==> config.mk <==
export PLATFORM = sky130hd
export DESIGN_NAME = keypad_scanner
export DESIGN_NICKNAME = d
export VERILOG_FILES = /design/src/rtl/keypad_scanner.sv
export SDC_FILE = /design/constraint.sdc
export NUM_CORES = 1
export LEC_CHECK = 0
export BUFFER_PORTS_ARGS = -buffer_cell sky130_fd_sc_hd__buf_2
export CAP_MARGIN = 20
export CORE_ASPECT_RATIO = 1.75
export CORE_MARGIN = 1.5
export CORE_UTILIZATION = 62
export CTS_BUF_LIST = sky130_fd_sc_hd__clkbuf_8
export CTS_CLUSTER_SIZE = 20
export DETAILED_ROUTE_END_ITERATION = 10
export GPL_ROUTABILITY_DRIVEN = 0
export PLACE_DENSITY = 0.81
export SYNTH_ARGS = -nofsm -noshare
export SYNTH_HDL_FRONTEND = slang
export SYNTH_SLANG_ARGS = --single-unit
==> constraint.sdc <==
create_clock -name clk -period 3.08 [get_ports clk]
set_input_delay 0.616 -clock clk [delete_from_list [all_inputs] [get_ports clk]]
set_output_delay 0.616 -clock clk [all_outputs]
set_load 0.05 [all_outputs]
==> src/rtl/keypad_scanner.sv <==
// rtl/keypad_scanner.sv - 4x4 matrix keypad column scanner with whole-scan debounce
module keypad_scanner #(
  parameter int SCAN_TICKS     = 10000,
  parameter int DEBOUNCE_SCANS = 4
) (
  input  logic       clk,
  input  logic       reset,
  input  logic [3:0] row,
  output logic [3:0] col,
  output logic [3:0] key_code,
  output logic       key_valid,
  output logic       key_pressed
);

  localparam int CW = (SCAN_TICKS > 1) ? $clog2(SCAN_TICKS) : 1;
  localparam int SW = (DEBOUNCE_SCANS > 1) ? $clog2(DEBOUNCE_SCANS + 1) : 1;

  typedef enum logic [1:0] {COL0 = 2'd0, COL1 = 2'd1, COL2 = 2'd2, COL3 = 2'd3} col_state_t;

  col_state_t    state;
  logic [3:0]    row_s1, row_s2;
  logic [CW-1:0] tick_cnt;
  logic          tick;
  logic          acc_hit;
  logic [3:0]    acc_code;
  logic [4:0]    prev_res;
  logic [4:0]    deb_state;
  logic [SW-1:0] stable_count;

  logic          samp_hit;
  logic [1:0]    samp_row;
  logic [3:0]    samp_code;
  logic [4:0]    scan_res;
  logic [SW-1:0] stable_next;

  function automatic logic [3:0] keymap(input logic [1:0] r, input logic [1:0] c);
    case ({r, c})
      4'b00_00: keymap = 4'h1;
      4'b00_01: keymap = 4'h2;
      4'b00_10: keymap = 4'h3;
      4'b00_11: keymap = 4'hA;
      4'b01_00: keymap = 4'h4;
      4'b01_01: keymap = 4'h5;
      4'b01_10: keymap = 4'h6;
      4'b01_11: keymap = 4'hB;
      4'b10_00: keymap = 4'h7;
      4'b10_01: keymap = 4'h8;
      4'b10_10: keymap = 4'h9;
      4'b10_11: keymap = 4'hC;
      4'b11_00: keymap = 4'h0;
      4'b11_01: keymap = 4'hF;
      4'b11_10: keymap = 4'hE;
      default:  keymap = 4'hD;
    endcase
  endfunction

  // Rows are asynchronous to clk
  always_ff @(posedge clk) begin
    if (reset) begin
      row_s1 <= 4'b1111;
      row_s2 <= 4'b1111;
    end else begin
      row_s1 <= row;
      row_s2 <= row_s1;
    end
  end

  always_ff @(posedge clk) begin
    if (reset || tick) tick_cnt <= '0;
    else               tick_cnt <= tick_cnt + CW'(1);
  end

  assign tick = (tick_cnt == CW'(SCAN_TICKS - 1));

  always_comb begin
    samp_hit  = ~&row_s2;
    samp_row  = 2'd3;
    if      (!row_s2[0]) samp_row = 2'd0;
    else if (!row_s2[1]) samp_row = 2'd1;
    else if (!row_s2[2]) samp_row = 2'd2;
    samp_code = keymap(samp_row, state);
    // No-hit results are normalised to all zeros so they compare equal
    if (acc_hit)       scan_res = {1'b1, acc_code};
    else if (samp_hit) scan_res = {1'b1, samp_code};
    else               scan_res = 5'b0;
    if (scan_res != prev_res)                       stable_next = SW'(1);
    else if (stable_count == SW'(DEBOUNCE_SCANS))   stable_next = stable_count;
    else                                            stable_next = stable_count + SW'(1);
  end

  always_ff @(posedge clk) begin
    if (reset) begin
      state        <= COL0;
      col          <= 4'b1110;
      acc_hit      <= 1'b0;
      acc_code     <= 4'h0;
      prev_res     <= 5'b0;
      deb_state    <= 5'b0;
      stable_count <= '0;
      key_code     <= 4'h0;
      key_valid    <= 1'b0;
      key_pressed  <= 1'b0;
    end else begin
      key_valid <= 1'b0;
      if (tick) begin
        case (state)
          COL0:    begin state <= COL1; col <= 4'b1101; end
          COL1:    begin state <= COL2; col <= 4'b1011; end
          COL2:    begin state <= COL3; col <= 4'b0111; end
          default: begin state <= COL0; col <= 4'b1110; end
        endcase
        if (state == COL3) begin
          acc_hit      <= 1'b0;
          acc_code     <= 4'h0;
          prev_res     <= scan_res;
          stable_count <= stable_next;
          if (stable_next == SW'(DEBOUNCE_SCANS) && scan_res != deb_state) begin
            deb_state <= scan_res;
            if (scan_res[4]) begin
              key_code    <= scan_res[3:0];
              key_pressed <= 1'b1;
              key_valid   <= 1'b1;
            end else begin
              key_pressed <= 1'b0;
            end
          end
        end else if (!acc_hit && samp_hit) begin
          acc_hit  <= 1'b1;
          acc_code <= samp_code;
        end
      end
    end
  end

endmodule

==> results.txt, run 1 <==
----------------------------------------------------
[Status]
  Outcome ... completed

[Critical path]
  WS Path Type ... reg -> reg
  WP data arrival ... 2.98 ns
  Endpoint kind of the worst setup timing path ... flip-flop
  Critical path required time ... 3.29 ns
  Startpoint kind of the worst setup timing path ... flip-flop
  Largest fanout on the critical path ... 6

[Pwr]
  Static Leakage ... 1.11 nW
  Reg power frac ... 0.585
  Total power divided by cell area ... 425 mW/mm2
  Total Power ... 1.15 mW
  Sw power ... 0.272 mW
  Switching share of power ... 0.237
  Total internal power ... 0.878 mW
  Combinational share of power ... 0.064
  Peak supply drop ... 335 uV
  Relative contribution of the clock network to total power ... 0.351

[GRT]
  Met2 demand-to-capacity share in global routing ... 0.424
  First-pass GRT wire length ... 8080 um
  Met1 track demand over resource ... 0.250
  Pin count of the biggest net entering global routing ... 33
  Via count of the first global-routing pass ... 1851
  Initial antenna violation count ... 0
  Global Route Usage Sum ... 0.242
  GR peak layer ... met2
  Overflow left after global routing ... 0
  Fraction of met3 tracks used by global routing ... 0.0378

[Floorplanning]
  Horizontal die dimension ... 51 um
  Initial standard-cell utilization of the core ... 0.647
  Core Footprint ... 0.00387 mm2
  Number of primary I/O pins ... 16
  Num rows ... 30
  Die outline area ... 0.00444 mm2
  Die Y-Extent ... 87 um

[Final layout]
  Sequential Area ... 0.00102 mm2
  Nets@finish ... 308
  Commonest non-fill, non-tap cell in the layout ... sky130_fd_sc_hd__dfxtp_1
  Layout overhead on the synthesized area ... 8.36%
  Area of combinational cells with multiple inputs ... 0.00140 mm2
  Fillers ... 318
  Most frequent cells in the layout ... sky130_fd_sc_hd__dfxtp_1 (51), sky130_fd_sc_hd__nor2_1 (41), sky130_fd_sc_hd__nand2_1 (16), sky130_fd_sc_hd__buf_2 (15)
  Fraction of layout cells with a size suffix above 1 ... 0.164
  Ant diodes ... 0

[Logic synthesis]
  Main synth FF type ... sky130_fd_sc_hd__dfxtp_1
  Unique cell type count in the Yosys netlist ... 52
  Async set-reset flop share out of synthesis ... 0
  Yosys warning total ... 0
  Area fraction in and, or, nand and nor cells after synthesis ... 0.270
  Share of synthesized cell area in full adder, half adder and majority cells ... 0.0501
  Synthesized area ... 0.00250 mm2
  Synthesized Nets ... 293
  Xor/xnor cell area share of the yosys netlist ... 0.0626
  Syn Area/Cell ... 9.02 um2
  Fraction of the yosys area taken by sequential cells ... 0.408
  Instance count of the mapped netlist ... 277
  Proportion of synthesized area in mux cells ... 0.0465
  Compound-gate portion of the synthesized area ... 0.130
  Dominant combinational cell family by area after synthesis ... simple AND/OR/NAND/NOR gates
  Number of flops mapped to enable cells by yosys ... 0
  FF+latch count, synth ... 51

[Timing]
  Worst-margin pin slew ... 0.601 ns
  Achievable Freq ... 0.361 GHz
  Number of max-slew violations in the final report ... 0
  Portion of the clock cycle consumed by the worst path in the final layout ... 0.900
  Count of final setup violators ... 0
  Final Critical Period ... 2.77 ns
  Clock skew after layout ... 0.0112 ns
  Setup repair after global routing missed its margin ... false
  Slew headroom ... 0.595
  Setup TNS Final ... 0 ns
  Number of failing hold endpoints at the final stage ... 0

[Worst hold path]
  Min-delay worst type ... reg -> reg

[Clocking]
  TritonCTS clock tree ... built
  Post-CTS Setup Repair Bufs ... 0
  Count of hold-fix buffers inserted at cts ... 0
  Longest Clk Path Bufs ... 2
  Clk Tree Root Cell ... sky130_fd_sc_hd__clkbuf_8
  Clock-pin transition on the worst setup and hold timing paths ... 0.09 ns
  Number of sinks on the clock net ... 51
  Skew-Pair Late Insertion Delay ... 0.32 ns
  Count of cells resized by post-cts repair ... 0
  CTS H-tree lvls ... 2
  Num CTS Buffers ... 5

[Detailed routing]
  Via count normalized by instance count ... 5.66
  Wire length per cell after detailed routing ... 14.2 um
  Remaining routing DRC violations ... 0
  Via count ... 1931
  Iteration-0 DRC count of the detailed router ... 32
  Detail Route Antenna Nets ... 0
  Routed WL ... 4830 um
  Total iterations of the first detailed-routing run ... 4

[Placement]
  Half-perimeter wire length after placement ... 3600 um
  Buffers on Ports ... 15

[Flow run]
  Number of maximum-capacitance violations ... 0

----------------------------------------------------
==> Yosys cell counts (3+ instances only) <==
cell type                   n  area share
sky130_fd_sc_hd__and2_1     4       0.010
sky130_fd_sc_hd__a211o_1    3       0.011
sky130_fd_sc_hd__a41o_1     3       0.012
sky130_fd_sc_hd__a31oi_1    4       0.010
sky130_fd_sc_hd__ha_1      10       0.050
sky130_fd_sc_hd__a22oi_1    4       0.012
sky130_fd_sc_hd__xnor2_1    7       0.025
sky130_fd_sc_hd__or2_2      8       0.020
sky130_fd_sc_hd__mux2_2     3       0.014
sky130_fd_sc_hd__xor2_1     9       0.032
sky130_fd_sc_hd__nand3_1   11       0.022
sky130_fd_sc_hd__nor3_1     6       0.012
sky130_fd_sc_hd__and3_1     3      0.0075
sky130_fd_sc_hd__a211oi_1   3      0.0090
sky130_fd_sc_hd__inv_1      8       0.012
sky130_fd_sc_hd__or3_1      3      0.0075
sky130_fd_sc_hd__mux2i_1    6       0.024
sky130_fd_sc_hd__dfxtp_1   51        0.41
sky130_fd_sc_hd__nand2b_1   4       0.010
sky130_fd_sc_hd__nor2b_1   10       0.025
sky130_fd_sc_hd__nand2_1   16       0.024
sky130_fd_sc_hd__a21oi_1   11       0.022
sky130_fd_sc_hd__nor2_1    41       0.062
sky130_fd_sc_hd__clkbuf_1   5      0.0075
sky130_fd_sc_hd__nand4_1    4       0.010
sky130_fd_sc_hd__o21ai_0    7       0.014
==> registers in the layout, indices dropped and copies added, names as in the netlist <==
signal / count
row_s1: 4
acc_code: 4
key_valid: 1
acc_hit: 1
tick_cnt: 14
deb_state: 4
key_pressed: 1
row_s2: 4
stable_count: 3
key_code: 4
col: 4
state: 2
prev_res: 5
==> cell type report <==
class                   count  area share
multi-input cells         207       0.516
flip-flops and latches     51       0.377
repair buffers             19      0.0388
clock buffers               6      0.0305
well taps                  48      0.0222
inverters                   8      0.0111
clock inverters             2     0.00462
==> worst max-delay path, stage by stage (launching register included) <==
cell and delay (ns):
sky130_fd_sc_hd__dfxtp_1 0.43, sky130_fd_sc_hd__inv_1 0.14, sky130_fd_sc_hd__ha_1 0.35, sky130_fd_sc_hd__mux2i_1 0.19, sky130_fd_sc_hd__o2111ai_1 0.18, sky130_fd_sc_hd__mux2i_1 0.21
sky130_fd_sc_hd__a2111oi_4 0.42, sky130_fd_sc_hd__nand4_2 0.22, sky130_fd_sc_hd__nor2b_4 0.19, sky130_fd_sc_hd__mux2_1 0.33
==> power by group through the flow <==
| stage | Combinational (mW) | Sequential, mW | Clock [mW] |
|---|---|---|---|
| floorplan | 0.0549 | 0.686 | 0 |
| global placement | 0.0721 | 0.688 | 0 |
| detailed placement | 0.0732 | 0.689 | 0 |
| CTS | 0.0737 | 0.673 | 0.412 |
| global route | 0.0816 | 0.675 | 0.435 |
| finish | 0.0731 | 0.673 | 0.404 |
==> path summary, 6_finish.rpt <==
path	slack, ns	start	end	cells after the start
worst min-delay path	0.41	row_s1[3]	row_s2[3]	1
worst min register to register	0.41	row_s1[3]	row_s2[3]	1
worst max-delay path	0.31	state[0]	deb_state[1]	9
worst max register to register	0.31	state[0]	deb_state[1]	9
==> routing by layer <==
layer  up-vias  wire length [um]
li1        993                 -
met1       878              1910
met2        38              2490
met3        22               151
met4         0               277
met5         -                 0
==> metrics by stage <==
step / cells / setup WS [ns] / hold slack [ns] / cell area [um2] / utilization
3_3_place_gp: 333 / 0.429 / 0.392 / 2610 / 0.676
3_5_place_dp: 333 / 0.312 / 0.394 / 2610 / 0.676
6_report: 341 / 0.309 / 0.408 / 2710 / 0.701
5_1_grt: 341 / 0.0693 / 0.434 / 2710 / 0.701
4_1_cts: 341 / 0.310 / 0.415 / 2710 / 0.701
2_1_floorplan: 277 / 0.587 / 0.389 / 2500 / -
==> logic make-up (layout without fill, tap and decap cells) <==
family / Yosys count / count (layout)
multiplexers: 11 / 11
AND/OR/NAND/NOR: 125 / 125
AO/OA/AOI/OAI: 44 / 44
buffers and inverters: 19 / 35
flip-flops: 51 / 51
adder cells (fa/ha/maj): 10 / 10
XOR/XNOR: 17 / 17
No activity file was read; power rests on OpenSTA's default activity.
==> run 2: changes to the inputs <==
- CORE_UTILIZATION: 62 -> 56
- PLACE_DENSITY: 0.81 -> 0.77
- clock period: 3.08 -> 2.25 ns (I/O delays scaled with it)
==> run 2 against run 1 <==
Net effect: the flow now finishes with violations (setup timing); die area grew 10%; non-clock buffer count grew 44; register-to-register slack lost 0.46 ns.
==> results.txt, run 2 (same netlist as run 1, synthesis figures left out) <==
----------------------------------------------------
[GRT]
  Initial antenna violation count ... 0
  Pin count of the biggest net entering global routing ... 26
  First-pass GRT wire length ... 9530 um
  Global Route Usage Sum ... 0.260
  Overflow left after global routing ... 0
  Via count of the first global-routing pass ... 2303

[Clocking]
  CTS H-tree lvls ... 2
  Number of sinks on the clock net ... 51
  Longest Clk Path Bufs ... 2
  Clock-pin transition on the worst setup and hold timing paths ... 0.10 ns
  Skew-Pair Late Insertion Delay ... 0.30 ns
  Clk Tree Root Cell ... sky130_fd_sc_hd__clkbuf_8
  TritonCTS clock tree ... built
  Num CTS Buffers ... 5

[Timing]
  Count of final setup violators ... 8
  Slew headroom ... 0.624
  Achievable Freq ... 0.417 GHz
  PnR worst setup slack ... -0.150 ns
  Number of failing hold endpoints at the final stage ... 0
  Portion of the clock cycle consumed by the worst path in the final layout ... 1.07
  Number of max-slew violations in the final report ... 0
  Final Critical Period ... 2.40 ns
  Clock skew after layout ... 0.00798 ns
  Setup repair after global routing missed its margin ... true
  Worst hold margin ... 0.328 ns
  Worst-margin pin slew ... 0.558 ns
  Setup TNS Final ... -0.728 ns

[Detailed routing]
  Iteration-0 DRC count of the detailed router ... 69
  Via count normalized by instance count ... 5.85
  Routed WL ... 6330 um
  Remaining routing DRC violations ... 0
  Via count ... 2271
  Wire length per cell after detailed routing ... 16.3 um
  Total iterations of the first detailed-routing run ... 4
  Detail Route Antenna Nets ... 0

[Pwr]
  Peak supply drop ... 721 uV
  Static Leakage ... 1.33 nW
  Total power divided by cell area ... 508 mW/mm2

[Critical path]
  FF-to-FF Start ... state[1]
  Cells on worst reg2reg path ... 11
  FF-to-FF End ... deb_state[1]
  Largest fanout on the critical path ... 4
  WP data arrival ... 2.60 ns
  Startpoint kind of the worst setup timing path ... flip-flop
  Critical path required time ... 2.45 ns
  WS Path Type ... reg -> reg
  Destination of the critical timing path ... deb_state[1]
  Endpoint kind of the worst setup timing path ... flip-flop
  Flop2flop setup slack ... -0.15 ns
  Crit. Startpoint ... state[1]

[Flow run]
  Number of maximum-capacitance violations ... 0

[Final layout]
  Max reg flops ... 14
  Layout overhead on the synthesized area ... 28.4%
  Commonest non-fill, non-tap cell in the layout ... sky130_fd_sc_hd__dfxtp_1
  Ant diodes ... 0
  Nets@finish ... 352
  Fillers ... 320
  Most frequent cells in the layout ... sky130_fd_sc_hd__dfxtp_1 (48), sky130_fd_sc_hd__buf_4 (47), sky130_fd_sc_hd__nor2_1 (40), sky130_fd_sc_hd__nand2_1 (16), sky130_fd_sc_hd__buf_2 (15)
  Largest registers ranked by flip-flop count ... tick_cnt (14), prev_res (5)
  Register bank with the most flops ... tick_cnt
  Core utilization of the finished layout ... 0.735
  Fraction of layout cells with a size suffix above 1 ... 0.350

[Floorplanning]
  Num rows ... 32
  Die outline area ... 0.00489 mm2
  Die Y-Extent ... 91.4 um
  Core Footprint ... 0.00436 mm2
  Initial standard-cell utilization of the core ... 0.573
  Horizontal die dimension ... 53.5 um
  Number of primary I/O pins ... 16

[Placement]
  Buffers on Ports ... 15
  Half-perimeter wire length after placement ... 4270 um

[Worst hold path]
  Min-delay worst type ... in -> reg

[Status]
  Violated checks ... setup timing
  Outcome ... finished with violations

----------------------------------------------------
[run 2: cell count changes in the layout (fill, tap and decap cells not counted), moves of 3 or more]
cell / change
sky130_fd_sc_hd__ha_4: +3
sky130_fd_sc_hd__mux2_4: +5
sky130_fd_sc_hd__dfxtp_1: -3
sky130_fd_sc_hd__mux2_2: -3
sky130_fd_sc_hd__inv_1: -3
sky130_fd_sc_hd__o21ai_0: -3
sky130_fd_sc_hd__buf_4: +43
sky130_fd_sc_hd__ha_1: -4
[run 2: final cells by class]
type | count | area [um2] | share of cell area
clock inverter | 2 | 16.3 | 0.00507
sequential | 51 | 1030 | 0.321
multi-input combinational | 207 | 1540 | 0.481
timing repair buffer | 63 | 439 | 0.137
inverter | 8 | 35.0 | 0.0109
clock buffer | 6 | 82.6 | 0.0257
tap | 51 | 63.8 | 0.0199
[run 2: timing repair]
action,4_1_cts,5_1_grt
hold buffers,0,0
gates resized for setup,17,16
setup endpoints to repair,13,13
pin swaps,11,7
buffers inserted,1,4
[run 2: report_power, final]
part,total (mW),internal (mW),leakage (nW),switching [mW]
Combinational,0.150,0.0703,0.871,0.0794
Sequential,0.917,0.911,0.416,0.00631
Clock,0.563,0.252,0.0474,0.311
[run 2: how the worst min path moves through the flow]
stage | startpoint | endpoint | slack (ns) | cells after the start
floorplan | row_s1[0] | row_s2[0] | 0.39 | 1
global placement | row_s1[2] | row_s2[2] | 0.39 | 1
detailed placement | row_s1[1] | row_s2[1] | 0.40 | 1
CTS | row[1] | row_s1[1] | 0.32 | 2
global route | row[0] | row_s1[0] | 0.33 | 2
finish | row[1] | row_s1[1] | 0.33 | 2
[run 2: metrics by stage]
step                instances  total power, mW  area (um2)  setup WS (ns)
floorplan                 277             1.01        2530         -0.125
global placement          375             1.06        2940         -0.149
detailed placement        375             1.07        2940         -0.245
CTS                       384             1.62        3110        -0.0819
global route              388             1.67        3210         -0.261
finish                    388             1.63        3210         -0.150
[run 2: metal layers]
| metal | track usage | vias up | wire, um |
|---|---|---|---|
| li1 | - | 1079 | - |
| met1 | 0.230 | 1098 | 2200 |
| met2 | 0.472 | 63 | 3530 |
| met3 | 0.0477 | 31 | 183 |
| met4 | 0.199 | 0 | 413 |
| met5 | 0 | - | 0 |
[run 2: worst max-delay path: stages (launching register included)]
cell and delay (ns):
sky130_fd_sc_hd__dfxtp_4 0.40, sky130_fd_sc_hd__inv_4 0.06, sky130_fd_sc_hd__ha_4 0.25, sky130_fd_sc_hd__mux2i_1 0.17, sky130_fd_sc_hd__nand2_1 0.09, sky130_fd_sc_hd__a32oi_1 0.21, sky130_fd_sc_hd__buf_4 0.18, sky130_fd_sc_hd__xor2_1 0.19
sky130_fd_sc_hd__nand4_1 0.15, sky130_fd_sc_hd__buf_4 0.17, sky130_fd_sc_hd__nor2b_4 0.13, sky130_fd_sc_hd__mux2_4 0.29
